**src/rtl/als_read_scheduler.sv**
```systemverilog
// PmodALS (ADC081S021) read sequencer: periodic/on-demand SPI reads, 8-bit light value
// extraction and block averaging of 2**AVG_LOG2 samples.
module als_read_scheduler #(
  parameter int CLK_DIV  = 4,
  parameter int PERIOD   = 2000,
  parameter int AVG_LOG2 = 2
) (
  input  logic       clk,
  input  logic       rst_n,
  input  logic       enable,
  input  logic       start,
  output logic       busy,
  output logic       cs,
  output logic       sck,
  input  logic       sdo,
  output logic [7:0] value,
  output logic       valid,
  output logic [7:0] value_avg,
  output logic       avg_valid
);

  typedef enum logic [1:0] {IDLE, SETUP, SHIFT, HOLD} state_t;

  localparam int DW = $clog2(CLK_DIV);
  localparam int PW = (PERIOD > 1) ? $clog2(PERIOD) : 1;
  localparam int AW = 8 + AVG_LOG2;
  localparam logic [DW-1:0] DIV_LAST = DW'(CLK_DIV - 1);
  localparam logic [PW-1:0] PER_LAST = PW'(PERIOD - 1);
  localparam logic [4:0]    AVG_LAST = 5'((1 << AVG_LOG2) - 1);

  state_t        state, state_next;
  logic [DW-1:0] div_cnt;
  logic [4:0]    half_cnt;
  logic [PW-1:0] period_cnt;
  logic          enable_q, pending;
  logic [7:0]    shreg;
  logic [AW-1:0] acc, sum;
  logic [4:0]    sample_cnt;
  logic [7:0]    avg_next;
  logic [3:0]    bit_idx;
  logic          div_last, tick, trigger, go, sample, frame_done;

  assign div_last   = (div_cnt == DIV_LAST);
  assign tick       = enable && (period_cnt == PER_LAST);
  assign trigger    = tick | start;
  assign go         = (state == IDLE) && (trigger || pending);
  assign bit_idx    = half_cnt[4:1];
  // Only frame bits 3..10 (the data byte) are kept; at the end of a frame shreg holds them MSB first.
  assign sample     = (state == SHIFT) && div_last && !half_cnt[0] && (bit_idx >= 4'd3) && (bit_idx <= 4'd10);
  assign frame_done = (state == SHIFT) && div_last && (half_cnt == 5'd31);
  assign sum        = acc + AW'(shreg);
  assign avg_next   = 8'(sum >> AVG_LOG2);

  assign busy = (state != IDLE);
  assign cs   = !((state == SETUP) || (state == SHIFT));
  assign sck  = !((state == SHIFT) && !half_cnt[0]);

  // NOTE: every register below uses non-blocking assignments so all state updates see pre-edge values.
  always_ff @(posedge clk or negedge rst_n) begin
    if (!rst_n) state <= IDLE;
    else        state <= state_next;
  end

  // NOTE: the default assignment first keeps this block free of inferred latches.
  always_comb begin
    state_next = state;
    unique case (state)
      IDLE:  if (go) state_next = SETUP;
      SETUP: if (div_last) state_next = SHIFT;
      SHIFT: if (frame_done) state_next = HOLD;
      HOLD:  if (div_last) state_next = IDLE;
      default: state_next = IDLE;
    endcase
  end

  always_ff @(posedge clk or negedge rst_n) begin
    if (!rst_n) begin
      div_cnt  <= '0;
      half_cnt <= '0;
    end else begin
      div_cnt  <= (state == IDLE || div_last) ? '0 : div_cnt + 1'b1;
      if (state != SHIFT) half_cnt <= '0;
      else if (div_last)  half_cnt <= half_cnt + 1'b1;
    end
  end

  // Disabling clears the period counter and drops any queued read.
  always_ff @(posedge clk or negedge rst_n) begin
    if (!rst_n) begin
      period_cnt <= '0;
      enable_q   <= 1'b0;
      pending    <= 1'b0;
    end else begin
      enable_q <= enable;
      if (!enable || period_cnt == PER_LAST) period_cnt <= '0;
      else                                    period_cnt <= period_cnt + 1'b1;
      if (enable_q && !enable)         pending <= 1'b0;
      else if (go)                     pending <= 1'b0;
      else if (trigger && state != IDLE) pending <= 1'b1;
    end
  end

  always_ff @(posedge clk or negedge rst_n) begin
    if (!rst_n) begin
      shreg      <= '0;
      value      <= '0;
      valid      <= 1'b0;
      value_avg  <= '0;
      avg_valid  <= 1'b0;
      acc        <= '0;
      sample_cnt <= '0;
    end else begin
      valid     <= 1'b0;
      avg_valid <= 1'b0;
      if (sample) shreg <= {shreg[6:0], sdo};
      if (frame_done) begin
        value <= shreg;
        valid <= 1'b1;
        if (sample_cnt == AVG_LAST) begin
          value_avg  <= avg_next;
          avg_valid  <= 1'b1;
          acc        <= '0;
          sample_cnt <= '0;
        end else begin
          acc        <= sum;
          sample_cnt <= sample_cnt + 1'b1;
        end
      end
    end
  end

endmodule

```
**config.mk**
```make
export PLATFORM = sky130hd
export DESIGN_NAME = als_read_scheduler
export DESIGN_NICKNAME = d
export VERILOG_FILES = /design/src/rtl/als_read_scheduler.sv
export SDC_FILE = /design/constraint.sdc
export NUM_CORES = 1
export LEC_CHECK = 0
export CELL_PAD_IN_SITES_DETAIL_PLACEMENT = 1
export CELL_PAD_IN_SITES_GLOBAL_PLACEMENT = 1
export CORE_MARGIN = 10
export CORE_UTILIZATION = 53
export DETAILED_ROUTE_END_ITERATION = 12
export DONT_BUFFER_PORTS = 1
export PLACE_DENSITY_LB_ADDON = 0.1
export SETUP_SLACK_MARGIN = 0.15
export SLEW_MARGIN = 10
export SYNTH_ARGS = -nofsm -noshare
export SYNTH_HDL_FRONTEND = slang
export SYNTH_SLANG_ARGS = --single-unit
```
**constraint.sdc**
```tcl
create_clock -name clk -period 3.9 [get_ports clk]
set_input_delay 0.195 -clock clk [delete_from_list [all_inputs] [get_ports clk]]
set_output_delay 0.195 -clock clk [all_outputs]
set_load 0.01 [all_outputs]
```
==> out/qor.csv <==
stage;metric;value;unit
outcome;outcome;finished clean;
clock_tree;CTS Sinks;63;
placed_design;Final Wtd Congestion;0.799;
routing;Via Count;2223;
die;IO Count;26;
synth;Synth Register Bits;63;
die;die footprint;9290;sq um
cells_and_area;most common cell after layout, fill and taps aside;dfrtp_1;
synth;Post-Synth XOR/XNOR Area;5.38;%
placed_design;DP HPWL;4740;microns
cells_and_area;layout cell share with drive strength beyond 1;10.3;%
synth;Synth Cell Area;3090;sq um
timing;f_max;0.390;GHz
timing;Final period util;65.8;%
timing;final worst slack;1.33;ns
die;Die Width;96.4;microns
critical_path;worst r2r path cells;8;
synth;Synth cell types;46;
placed_design;# port buffers;0;
worst_hold_path;worst hold-check path type;input pin to register;
synth;synthesized netlist cell count;298;
cells_and_area;non-filler instance count after layout;382;
timing;Hold WS;0.0694;ns
clock_tree;maximum buffer depth of the clock tree;2;
synth;EDFF count, synth;0;
timing;final count of hold timing violations;0;
die;Core ar.;5570;sq um
critical_path;reg-to-reg slack, setup;1.33;ns
global_route;grt ovf;0;
timing;slew of the pin with the lowest slew margin;0.623;ns
placed_design;Post-Place Setup Slack;1.40;ns
cells_and_area;Final Net Count;329;
clock_tree;Clock Latency Late Sink;0.34;ns
synth;Post-Synth Adder-Cell Area;7.93;%
timing;slew margin rel.;58.3;%
timing;RSZ-0062 raised after global routing;no;
routing;final WL;7120;microns
critical_path;WS Path Type;register to register;
global_route;first-pass GRT wire length;11800;microns
critical_path;CP Launch Type;register;
critical_path;worst-path maximum fanout;24;
routing;Via density;5.82;
cells_and_area;Layout area overhead;10.1;%
routing;Routed Antenna Nets;0;
routing;Post-route DRC;0;
die;row count;27;
synth;main combinational cell family by area after synthesis;simple AND/OR/NAND/NOR gates;
synth;Compound-Gate Fraction of Synth Area;11.2;%
power;Overall Power;1.50;mW
synth;Post-synth top flop;dfrtp_1;
clock_tree;CTS tree;done;
routing;TritonRoute pass-1 iters;4;
synth;asr flop ratio synth;100;%
critical_path;Critical Path Sink Type;register;
timing;final setup TNS;0;ns
clock_tree;total CTS buffers;9;
clock_tree;setup bufs post-CTS;0;
synth;Synth Area per Inst;10.4;sq um
synth;Mapped Nets;322;
clock_tree;Root Buffer;clkbuf_8;
worst_hold_path;Worst Min Path Start;start;
die;initial core utilization;55.5;%
synth;yosys warns;0;
power;PD cells;439;nW/um^2
cells_and_area;# diodes;0;
clock_tree;Clock transition at path regs;0.07;ns
worst_hold_path;Hold Path End;pending;
timing;Slew Viols, Final;0;
job;maxcap violations;0;
timing;Worst Skew;0.0101;ns
power;VDD IR max;354;uV
routing;drt initial violations;118;
power;Leak;1.63;nW
synth;Simple-Gate Fraction of Synth Area;17.8;%
critical_path;Worst Path Arrival;2.84;ns
global_route;vias in the first global route;2389;
synth;mux cell area share after synthesis;4.21;%
die;Die H;96.4;microns
global_route;initial antenna violation count;0;
global_route;GRT Util Overall;16.4;%
routing;drt wl/cell;18.6;microns
timing;fin crit period;2.57;ns
synth;register area share after synthesis;51.0;%
timing;final setup fails;0;
critical_path;reg-to-reg startpoint;half_cnt[0];
cells_and_area;commonest cells after routing, fill and taps aside;63 x dfrtp_1, 52 x nand2_1, 19 x nor2_1, 18 x ha_1, 14 x o21ai_0;
worst_hold_path;Hold Path Depth;2;
clock_tree;htree depth;3;
global_route;largest net degree at the start of global routing;64;
placed_design;dpl cells;362;
critical_path;FF-to-FF End;value_avg[6];
critical_path;critical path required time;4.18;ns
## critical path, stage by stage, from the launching register on
cell and delay [ns]:
dfrtp_1 0.41, ha_1 0.18, and3_1 0.17, ha_1 0.19, nand3_2 0.45, inv_1 0.25, nand2_2 0.20, or4_1 0.54
nand3_1 0.10
## layer usage
layer | track usage (%) | wire, microns | up-vias
met3 | 3.47 | 250 | 11
met1 | 18.7 | 3050 | 1124
met4 | 7.26 | 101 | 0
li1 | - | - | 1058
met2 | 28.9 | 3710 | 30
met5 | 0 | 0 | -
## cell usage after synthesis (3+ instances only)
| cell | n | area share (%) |
|---|---|---|
| nor2_1 | 19 | 2.3 |
| xor2_1 | 7 | 2.0 |
| xnor2_1 | 12 | 3.4 |
| nand2_1 | 52 | 6.3 |
| mux2i_1 | 4 | 1.3 |
| nand4_1 | 5 | 1.0 |
| a21oi_1 | 10 | 1.6 |
| o2111ai_1 | 4 | 1.1 |
| nand3_1 | 9 | 1.5 |
| nor3_1 | 10 | 1.6 |
| o31ai_1 | 3 | 0.73 |
| mux2_2 | 8 | 2.9 |
| inv_1 | 10 | 1.2 |
| a22o_1 | 3 | 0.85 |
| dfrtp_1 | 63 | 51 |
| ha_1 | 18 | 7.3 |
| nand4b_1 | 3 | 0.85 |
| clkbuf_1 | 5 | 0.61 |
| o211ai_1 | 4 | 0.97 |
| o21a_1 | 3 | 0.73 |
| o21ai_0 | 14 | 2.3 |
## layout make-up
type                       count  area [sq um]
inverter                      10          37.5
tap                           72          90.1
clock inverter                 5          57.6
timing repair buffer           5          65.1
clock buffer                  11           141
multi-input combinational    216          1440
sequential                    63          1580
fill                         609          2170
## flip-flops by register name, indices dropped and copies added, names as in the netlist
signal,cells
valid,1
sample_cnt,5
value,8
state,2
enable_q,1
acc,10
pending,1
period_cnt,11
value_avg,8
avg_valid,1
div_cnt,2
shreg,8
half_cnt,5
## cell families (layout without fill, tap and decap cells)
| logic type | count (synthesis) | count (layout) |
|---|---|---|
| multiplexers | 12 | 12 |
| flip-flops | 63 | 63 |
| AND/OR/NAND/NOR | 114 | 114 |
| XOR/XNOR | 19 | 19 |
| AO/OA/AOI/OAI | 52 | 52 |
| buffers and inverters | 19 | 31 |
| adder cells (fa/ha/maj) | 19 | 19 |
## per-stage QoR
stage | utilization, % | instance area (sq um)
3_3_place_gp | 56.5 | 3150
6_report | 61.1 | 3410
5_1_grt | 61.1 | 3410
2_1_floorplan | - | 3090
3_5_place_dp | 56.5 | 3150
4_1_cts | 61.1 | 3410
## report_power, final
part	internal [mW]	switching (mW)	leakage [nW]	total, mW
Combinational	0.0817	0.134	0.674	0.216
Clock	0.311	0.260	0.0916	0.571
Sequential	0.687	0.0242	0.864	0.711
## repair_timing
item                                   4_1_cts  5_1_grt
resized for setup                            0        0
endpoints found under the hold margin       67        0
hold buffers                                 4        0
## how the worst max path moves through the flow
stage,from,to,depth (start not counted)
5_1_grt,half_cnt[0],value_avg[6],8
2_1_floorplan,shreg[0],value_avg[6],6
3_3_place_gp,half_cnt[0],value_avg[6],8
4_1_cts,half_cnt[0],value_avg[6],8
3_5_place_dp,half_cnt[0],value_avg[6],8
6_report,half_cnt[0],value_avg[6],8
Power figures use the tool's default switching activity.
